===== config.mk =====
export PLATFORM = sky130hd
export DESIGN_NAME = mem_ctrl
export DESIGN_NICKNAME = d
export VERILOG_FILES = /design/src/rtl/viola_pkg.sv /design/src/rtl/mem_ctrl.sv
export SDC_FILE = /design/constraint.sdc
export NUM_CORES = 1
export LEC_CHECK = 0
export CORE_ASPECT_RATIO = 0.8
export CORE_MARGIN = 2
export CORE_UTILIZATION = 45
export CTS_BUF_LIST = sky130_fd_sc_hd__clkbuf_4 sky130_fd_sc_hd__clkbuf_8
export DETAILED_ROUTE_END_ITERATION = 7
export MAX_ROUTING_LAYER = met4
export PLACE_DENSITY = 0.76
export SLEW_MARGIN = 20
export SYNTH_ARGS = -nofsm -noshare
export SYNTH_HDL_FRONTEND = slang
export SYNTH_SLANG_ARGS = --single-unit

===== constraint.sdc =====
create_clock -name clk -period 2.7 [get_ports clk]
set_input_delay 0.405 -clock clk [delete_from_list [all_inputs] [get_ports clk]]
set_output_delay 0.405 -clock clk [all_outputs]
set_load 0.03 [all_outputs]

===== src/rtl/viola_pkg.sv =====
// Shared definitions for the memory side: LSB/decoder opcodes, the "no op"
// marker and the mem_ctrl state encoding.
package viola_pkg;

  localparam logic [4:0] OP_LB   = 5'b10010;
  localparam logic [4:0] OP_LH   = 5'b10011;
  localparam logic [4:0] OP_LW   = 5'b10100;
  localparam logic [4:0] OP_LBU  = 5'b10101;
  localparam logic [4:0] OP_LHU  = 5'b10110;
  localparam logic [4:0] OP_SB   = 5'b10111;
  localparam logic [4:0] OP_SH   = 5'b11000;
  localparam logic [4:0] OP_SW   = 5'b11001;
  localparam logic [4:0] OP_NONE = 5'b11111;

  typedef enum logic [1:0] {
    ST_IDLE  = 2'd0,
    ST_READ  = 2'd1,
    ST_WRITE = 2'd2
  } mem_state_e;

  // Bytes moved by an opcode; 0 marks an opcode the controller ignores.
  function automatic logic [2:0] op_bytes(input logic [4:0] op);
    case (op)
      OP_LB, OP_LBU, OP_SB: return 3'd1;
      OP_LH, OP_LHU, OP_SH: return 3'd2;
      OP_LW, OP_SW:         return 3'd4;
      default:              return 3'd0;
    endcase
  endfunction

  function automatic logic op_is_store(input logic [4:0] op);
    return (op == OP_SB) || (op == OP_SH) || (op == OP_SW);
  endfunction

endpackage


===== src/rtl/mem_ctrl.sv =====
// Byte-serialising RAM responder for the LSB and instruction-fetch queues.
// Optional IO write stall is enabled with `define MEM_CTRL_IO_STALL_EN.
module mem_ctrl
  import viola_pkg::*;
#(
  parameter int         ADDR_W    = 32,
  parameter logic [1:0] IO_REGION = 2'b11
) (
  input  logic              clk,
  input  logic              rst,
  input  logic              rollback,
  input  logic              if_req,
  input  logic [ADDR_W-1:0] if_addr,
  output logic              if_done,
  output logic [31:0]       if_data,
  input  logic              lsb_req,
  input  logic [4:0]        lsb_op,
  input  logic [ADDR_W-1:0] lsb_addr,
  input  logic [31:0]       lsb_wdata,
  input  logic [2:0]        lsb_rob,
  output logic              lsb_done,
  output logic [31:0]       lsb_rdata,
  output logic [2:0]        lsb_rob_out,
  output logic              busy,
`ifdef MEM_CTRL_IO_STALL_EN
  input  logic              io_buffer_full,
`endif
  input  logic [7:0]        mem_din,
  output logic [7:0]        mem_dout,
  output logic [ADDR_W-1:0] mem_a,
  output logic              mem_wr
);

  // Handshake: a requester holds req and operands until it sees its 1-cycle
  // done pulse; a request is only accepted while the controller is IDLE.
  mem_state_e        r_state;
  logic [ADDR_W-1:0] r_addr;
  logic [1:0]        r_idx;
  logic [1:0]        r_n_last;
  logic              r_tail;
  logic              r_is_if;
  logic              r_last_lsb;
  logic [4:0]        r_op;
  logic [2:0]        r_rob;
  logic [31:0]       r_sh;
  logic [ADDR_W-1:0] r_mem_a;
  logic [7:0]        r_mem_dout;
  logic              r_mem_wr;
  logic              r_if_done;
  logic [31:0]       r_if_data;
  logic              r_lsb_done;
  logic [31:0]       r_lsb_rdata;
  logic [2:0]        r_lsb_rob;

  logic [2:0]  w_lsb_n;
  logic [1:0]  w_lsb_last;
  logic        w_lsb_ok;
  logic        w_if_ok;
  logic        w_pick_if;
  logic        w_pick_lsb;
  logic        w_io_addr;
  logic        w_stall;
  logic [31:0] w_word;
  logic [31:0] w_aligned;

  function automatic logic [31:0] load_extend(input logic [4:0] op, input logic [31:0] w);
    case (op)
      OP_LB:   return {{24{w[7]}}, w[7:0]};
      OP_LH:   return {{16{w[15]}}, w[15:0]};
      OP_LBU:  return {24'h0, w[7:0]};
      OP_LHU:  return {16'h0, w[15:0]};
      default: return w;
    endcase
  endfunction

  assign w_lsb_n    = op_bytes(lsb_op);
  assign w_lsb_last = 2'(w_lsb_n - 3'd1);
  // A requester is masked in its own done cycle so the held request is not re-served.
  assign w_lsb_ok   = lsb_req && !r_lsb_done && (w_lsb_n != 3'd0);
  assign w_if_ok    = if_req && !r_if_done;
  assign w_pick_if  = w_if_ok && (!w_lsb_ok || r_last_lsb);
  assign w_pick_lsb = w_lsb_ok && !w_pick_if;

  assign w_io_addr = (r_addr[17:16] == IO_REGION);
`ifdef MEM_CTRL_IO_STALL_EN
  assign w_stall = (r_state == ST_WRITE) && io_buffer_full && w_io_addr;
`else
  assign w_stall = w_io_addr & 1'b0;
`endif

  // Load bytes enter at the top of the shift register; right-align by size.
  always_comb begin
    w_word    = {mem_din, r_sh[31:8]};
    w_aligned = w_word;
    case (r_n_last)
      2'd0:    w_aligned = {24'h0, w_word[31:24]};
      2'd1:    w_aligned = {16'h0, w_word[31:16]};
      default: w_aligned = w_word;
    endcase
  end

  always_ff @(posedge clk) begin
    if (rst) begin
      r_state     <= ST_IDLE;
      r_addr      <= '0;
      r_idx       <= '0;
      r_n_last    <= '0;
      r_tail      <= 1'b0;
      r_is_if     <= 1'b0;
      r_last_lsb  <= 1'b0;
      r_op        <= OP_NONE;
      r_rob       <= '0;
      r_sh        <= '0;
      r_mem_a     <= '0;
      r_mem_dout  <= '0;
      r_mem_wr    <= 1'b0;
      r_if_done   <= 1'b0;
      r_if_data   <= '0;
      r_lsb_done  <= 1'b0;
      r_lsb_rdata <= '0;
      r_lsb_rob   <= '0;
    end else begin
      r_if_done  <= 1'b0;
      r_lsb_done <= 1'b0;
      case (r_state)
        ST_IDLE: begin
          r_idx  <= '0;
          r_tail <= 1'b0;
          if (w_pick_if) begin
            r_state    <= ST_READ;
            r_is_if    <= 1'b1;
            r_last_lsb <= 1'b0;
            r_addr     <= if_addr;
            r_mem_a    <= if_addr;
            r_n_last   <= 2'd3;
            r_op       <= OP_NONE;
            r_mem_wr   <= 1'b0;
          end else if (w_pick_lsb) begin
            r_is_if    <= 1'b0;
            r_last_lsb <= 1'b1;
            r_addr     <= lsb_addr;
            r_mem_a    <= lsb_addr;
            r_n_last   <= w_lsb_last;
            r_op       <= lsb_op;
            r_rob      <= lsb_rob;
            if (op_is_store(lsb_op)) begin
              r_state    <= ST_WRITE;
              r_mem_wr   <= 1'b1;
              r_mem_dout <= lsb_wdata[7:0];
              r_sh       <= {8'h00, lsb_wdata[31:8]};
            end else begin
              r_state  <= ST_READ;
              r_mem_wr <= 1'b0;
            end
          end
        end
        ST_READ: begin
          // RAM data lags the address by one cycle: nothing to sample in cycle 1.
          if (r_idx != 2'd0 || r_tail)
            r_sh <= {mem_din, r_sh[31:8]};
          if (r_is_if && rollback) begin
            r_state <= ST_IDLE;
            r_mem_a <= '0;
          end else if (r_tail) begin
            r_state <= ST_IDLE;
            if (r_is_if) begin
              r_if_done <= 1'b1;
              r_if_data <= w_aligned;
            end else begin
              r_lsb_done  <= 1'b1;
              r_lsb_rdata <= load_extend(r_op, w_aligned);
              r_lsb_rob   <= r_rob;
            end
          end else if (r_idx == r_n_last) begin
            r_tail  <= 1'b1;
            r_mem_a <= '0;
          end else begin
            r_idx   <= r_idx + 2'd1;
            r_mem_a <= r_addr + ADDR_W'(r_idx) + ADDR_W'(1);
          end
        end
        ST_WRITE: begin
          if (!w_stall) begin
            if (r_idx == r_n_last) begin
              r_state     <= ST_IDLE;
              r_mem_a     <= '0;
              r_mem_wr    <= 1'b0;
              r_mem_dout  <= '0;
              r_lsb_done  <= 1'b1;
              r_lsb_rdata <= '0;
              r_lsb_rob   <= r_rob;
            end else begin
              r_idx      <= r_idx + 2'd1;
              r_mem_a    <= r_addr + ADDR_W'(r_idx) + ADDR_W'(1);
              r_mem_dout <= r_sh[7:0];
              r_sh       <= {8'h00, r_sh[31:8]};
            end
          end
        end
        default: r_state <= ST_IDLE;
      endcase
    end
  end

  // A rollback landing on the fetch done cycle still suppresses the pulse.
  assign if_done     = r_if_done && !rollback;
  assign if_data     = r_if_data;
  assign lsb_done    = r_lsb_done;
  assign lsb_rdata   = r_lsb_rdata;
  assign lsb_rob_out = r_lsb_rob;
  assign busy        = (r_state != ST_IDLE);
  assign mem_a       = r_mem_a;
  assign mem_dout    = r_mem_dout;
  assign mem_wr      = r_mem_wr && !w_stall;

endmodule

==> flow_summary_export.csv <==
group,metric,value,unit
timing,maxSlewHeadroom,50.8,%
yosys,synth_top_family_by_area,"compound AO/OA/AOI/OAI gates",
final_layout,areaGrowthSynthToFinish,37.0,%
yosys,ys_types,64,
yosys,async_reset_ff_share,0,%
placed_design,gp_congestion,0.886,
final_layout,antenna_cells,0,
timing,finalCritPeriodShare,95.4,%
yosys,synthTopCellsByCount,"dfxtp_1, nand2_1, nor2_1",
final_layout,postLayoutCoreUtil,63.1,%
clock_network,cts.sinks,191,
run,timing.max_cap.violations,0,
clock_network,numCtsBuffers,17,
critical_path,slowest_stage,"clkdlybuf4s50_1",
yosys,avgSynthCellArea,8.10,µm²
critical_path,criticalPathCategory,"input port to register",
global_route,antenna_found_initial,0,
yosys,synth_edf_count,0,
floorplan,die_w,167,µm
critical_path,crit_arrival,2980,ps
drt,drc,0,
drt,wirelength,33.0,mm
timing,fin_worst_skew,26.8,ps
timing,final_hold_viol_count,0,
clock_network,cts_root_buffer,"clkbuf_8",
placed_design,port_buffers,227,
yosys,ys_seq_elements,191,
critical_path,crit_chain,"clkdlybuf4s50_1, or3b_2, o32ai_1, nand2_1, ha_2, o31ai_4, buf_12, buf_4, o21ai_2, or4_1, a21oi_1",
floorplan,die_area,22400,µm²
yosys,yosysTopAreaCell,"dfxtp_1",
power_and_ir_drop,ir_drop,0.444,mV
drt,ant_nets,0,
timing,fmax,388,MHz
floorplan,core,20800,µm²
floorplan,ios,228,
global_route,grtUsageTotal,29.1,%
timing,post-route-min-period,2580,ps
clock_network,clkTransAtPathRegs,110,ps
clock_network,htreeDepth,4,
yosys,synth_nets,1306,
global_route,grt_pass1_vias,9342,
final_layout,nets,1533,
critical_path,rr_worst_depth,9,
global_route,grt-ovfl-total,0,
placed_design,pre_cts_ws,-427,ps
yosys,synth_xor_area_share,1.56,%
yosys,yosysSeqAreaShare,40.0,%
yosys,ys_top_cells_by_area,"dfxtp_1, o21ai_0, a311oi_1",
drt,detail_route.wl_per_cell,19.5,µm
power_and_ir_drop,power.density,595,nW/µm²
floorplan,die_h,134,µm
min_path,hold_class,"input port to register",
drt,firstDrtPassIters,8,
critical_path,path_max_fanout,5,
yosys,synth_area,9560,µm²
global_route,grt_max_degree,58,
floorplan,rows,47,
timing,rsz0062_at_grt,"no",
global_route,grt_first_pass_wirelength,51.1,mm
drt,viasPerCell,6.06,
clock_network,clk_latency,490,ps
timing,setup_viol,0,
drt,initialDrtViolationCount,1263,
yosys,yosys_warnings,0,
yosys,synthMuxAreaShare,1.27,%
clock_network,cts_buffer_depth,2,
timing,worst_pin_slew,735,ps
final_layout,fillCellCount,1816,
yosys,netlist_instances,1180,
final_layout,drive_gt1_share,10.5,%
clock_network,cts_tree,"built",
critical_path,slowest_delay,480,ps
drt,num_vias,10200,
yosys,ys.flop_type,"dfxtp_1",
critical_path,worstPathRequired,3100,ps
critical_path,endpoint_kind,"register",
yosys,yosys.area_share.simple,20.7,%
clock_network,cts_hold_buf,0,
power_and_ir_drop,power_leakage,4.75,nW
yosys,synth.top_cell.area_share,40.0,%
critical_path,reg2reg_setup_slack,170,ps
yosys,synth_compound_area_share,29.7,%
timing,final.setup.tns,0,ps
timing,layout_setup_ws,124,ps
floorplan,start_util,46.0,%
yosys,synthAdderAreaFrac,1.26,%
timing,drv_slew,0,
placed_design,dp_hpwl,22.7,mm
yosys,yosysMostFrequentCell,"dfxtp_1",
status,status,"complete, no violations",
min_path,hold-path-cell-count,2,
critical_path,worstSetupStartpointType,"input port",
## flip-flops by register name, summed over array words and instances (netlist names)
register / count
r_last_lsb: 1
lsb_done: 1
r_sh: 32
mem_wr: 1
mem_a: 32
lsb_rdata: 32
r_idx: 2
r_addr: 32
r_op: 5
r_is_if: 1
mem_dout: 8
r_if_done: 1
if_data: 32
r_state: 2
r_rob: 3
lsb_rob_out: 3
r_tail: 1
r_n_last: 2
## where the power goes
part	internal (mW)	total [mW]	switching [mW]
clock network	0.717	1.96	1.24
registers	3.09	3.36	0.274
logic	1.04	2.47	1.43
## critical path, delay by kind of cell
| kind | cells | cell delay, ps |
|---|---|---|
| simple gates | 3 | 990 |
| buf+inv | 3 | 750 |
| compound gates | 4 | 610 |
| fa+ha+maj | 1 | 220 |
## layout by cell type, fill, tap and decap left out, types with 7 or more instances in the layout
master / netlist / layout
clkdlybuf4s50_1: 0 / 225
xnor2_1: 11 / 11
nor2_1: 100 / 100
a22oi_1: 48 / 48
o31ai_1: 26 / 25
o21a_1: 12 / 12
nand2_1: 105 / 105
o21ai_0: 89 / 88
a21o_1: 33 / 33
nor3_1: 13 / 13
a21oi_1: 65 / 65
a211oi_1: 22 / 21
buf_4: 2 / 80
a22o_1: 24 / 24
nand3_1: 79 / 79
buf_12: 0 / 12
clkbuf_8: 0 / 17
nand4_1: 43 / 43
nand2b_1: 16 / 16
inv_1: 18 / 18
nor4_1: 10 / 10
a311oi_1: 47 / 47
dfxtp_1: 191 / 189
mux2i_1: 11 / 11
ha_1: 8 / 7
o211ai_1: 8 / 8
## path summary, 6_finish.rpt
| check | from | end |
|---|---|---|
| max | lsb_op[3] | r_state[1]$_SDFFE_PP0P_ |
| min | rst | r_idx[0]$_SDFFE_PP0P_ |
| max reg2reg | r_idx[0]$_SDFFE_PP0P_ | mem_a[28]$_SDFFE_PP0P_ |
| min reg2reg | if_data[7]$_SDFFE_PP0P_ | if_data[7]$_SDFFE_PP0P_ |
## logic make-up after synthesis
family / after synthesis
AOI/OAI and AO/OA: 411
xor gates and xnor gates: 17
adders and majority gates: 9
buffers and inverters: 132
DFF: 191
muxes: 12
and+or+nand+nor: 408
## metrics by stage
step                hold WS, ps  cell area (µm²)  power, mW  instances
finish                      393            13100       7.79       1689
detailed placement          447            12600       5.82       1654
global route                399            13100       8.13       1689
CTS                         379            13000       7.75       1686
global placement            441            12600       5.78       1654
floorplan                   452             9570       4.78       1180
## metal layers
layer  wire length [µm]  up-vias  GRT usage (%)
met5                  0        -              -
met4                544        0           6.94
met3               3010       43           6.11
met2              13900      491           40.4
met1              15500     4855           42.9
li1                   -     4844              -
## layout make-up
cell class	count	area (µm²)	share of cell area, %
multi-input combinational	857	5280	40.3
sequential	191	3830	29.2
tap	269	337	2.57
inverter	20	75.1	0.573
clock buffer	17	234	1.79
timing repair buffer	320	3160	24.1
clock inverter	15	188	1.43
## repair_timing
action	CTS	global route
resized for setup	1	6
pin swaps	0	4
endpoints found under the setup margin	6	26
gates cloned	0	2
buffers inserted	0	1
(Power assumes the default switching activity.)
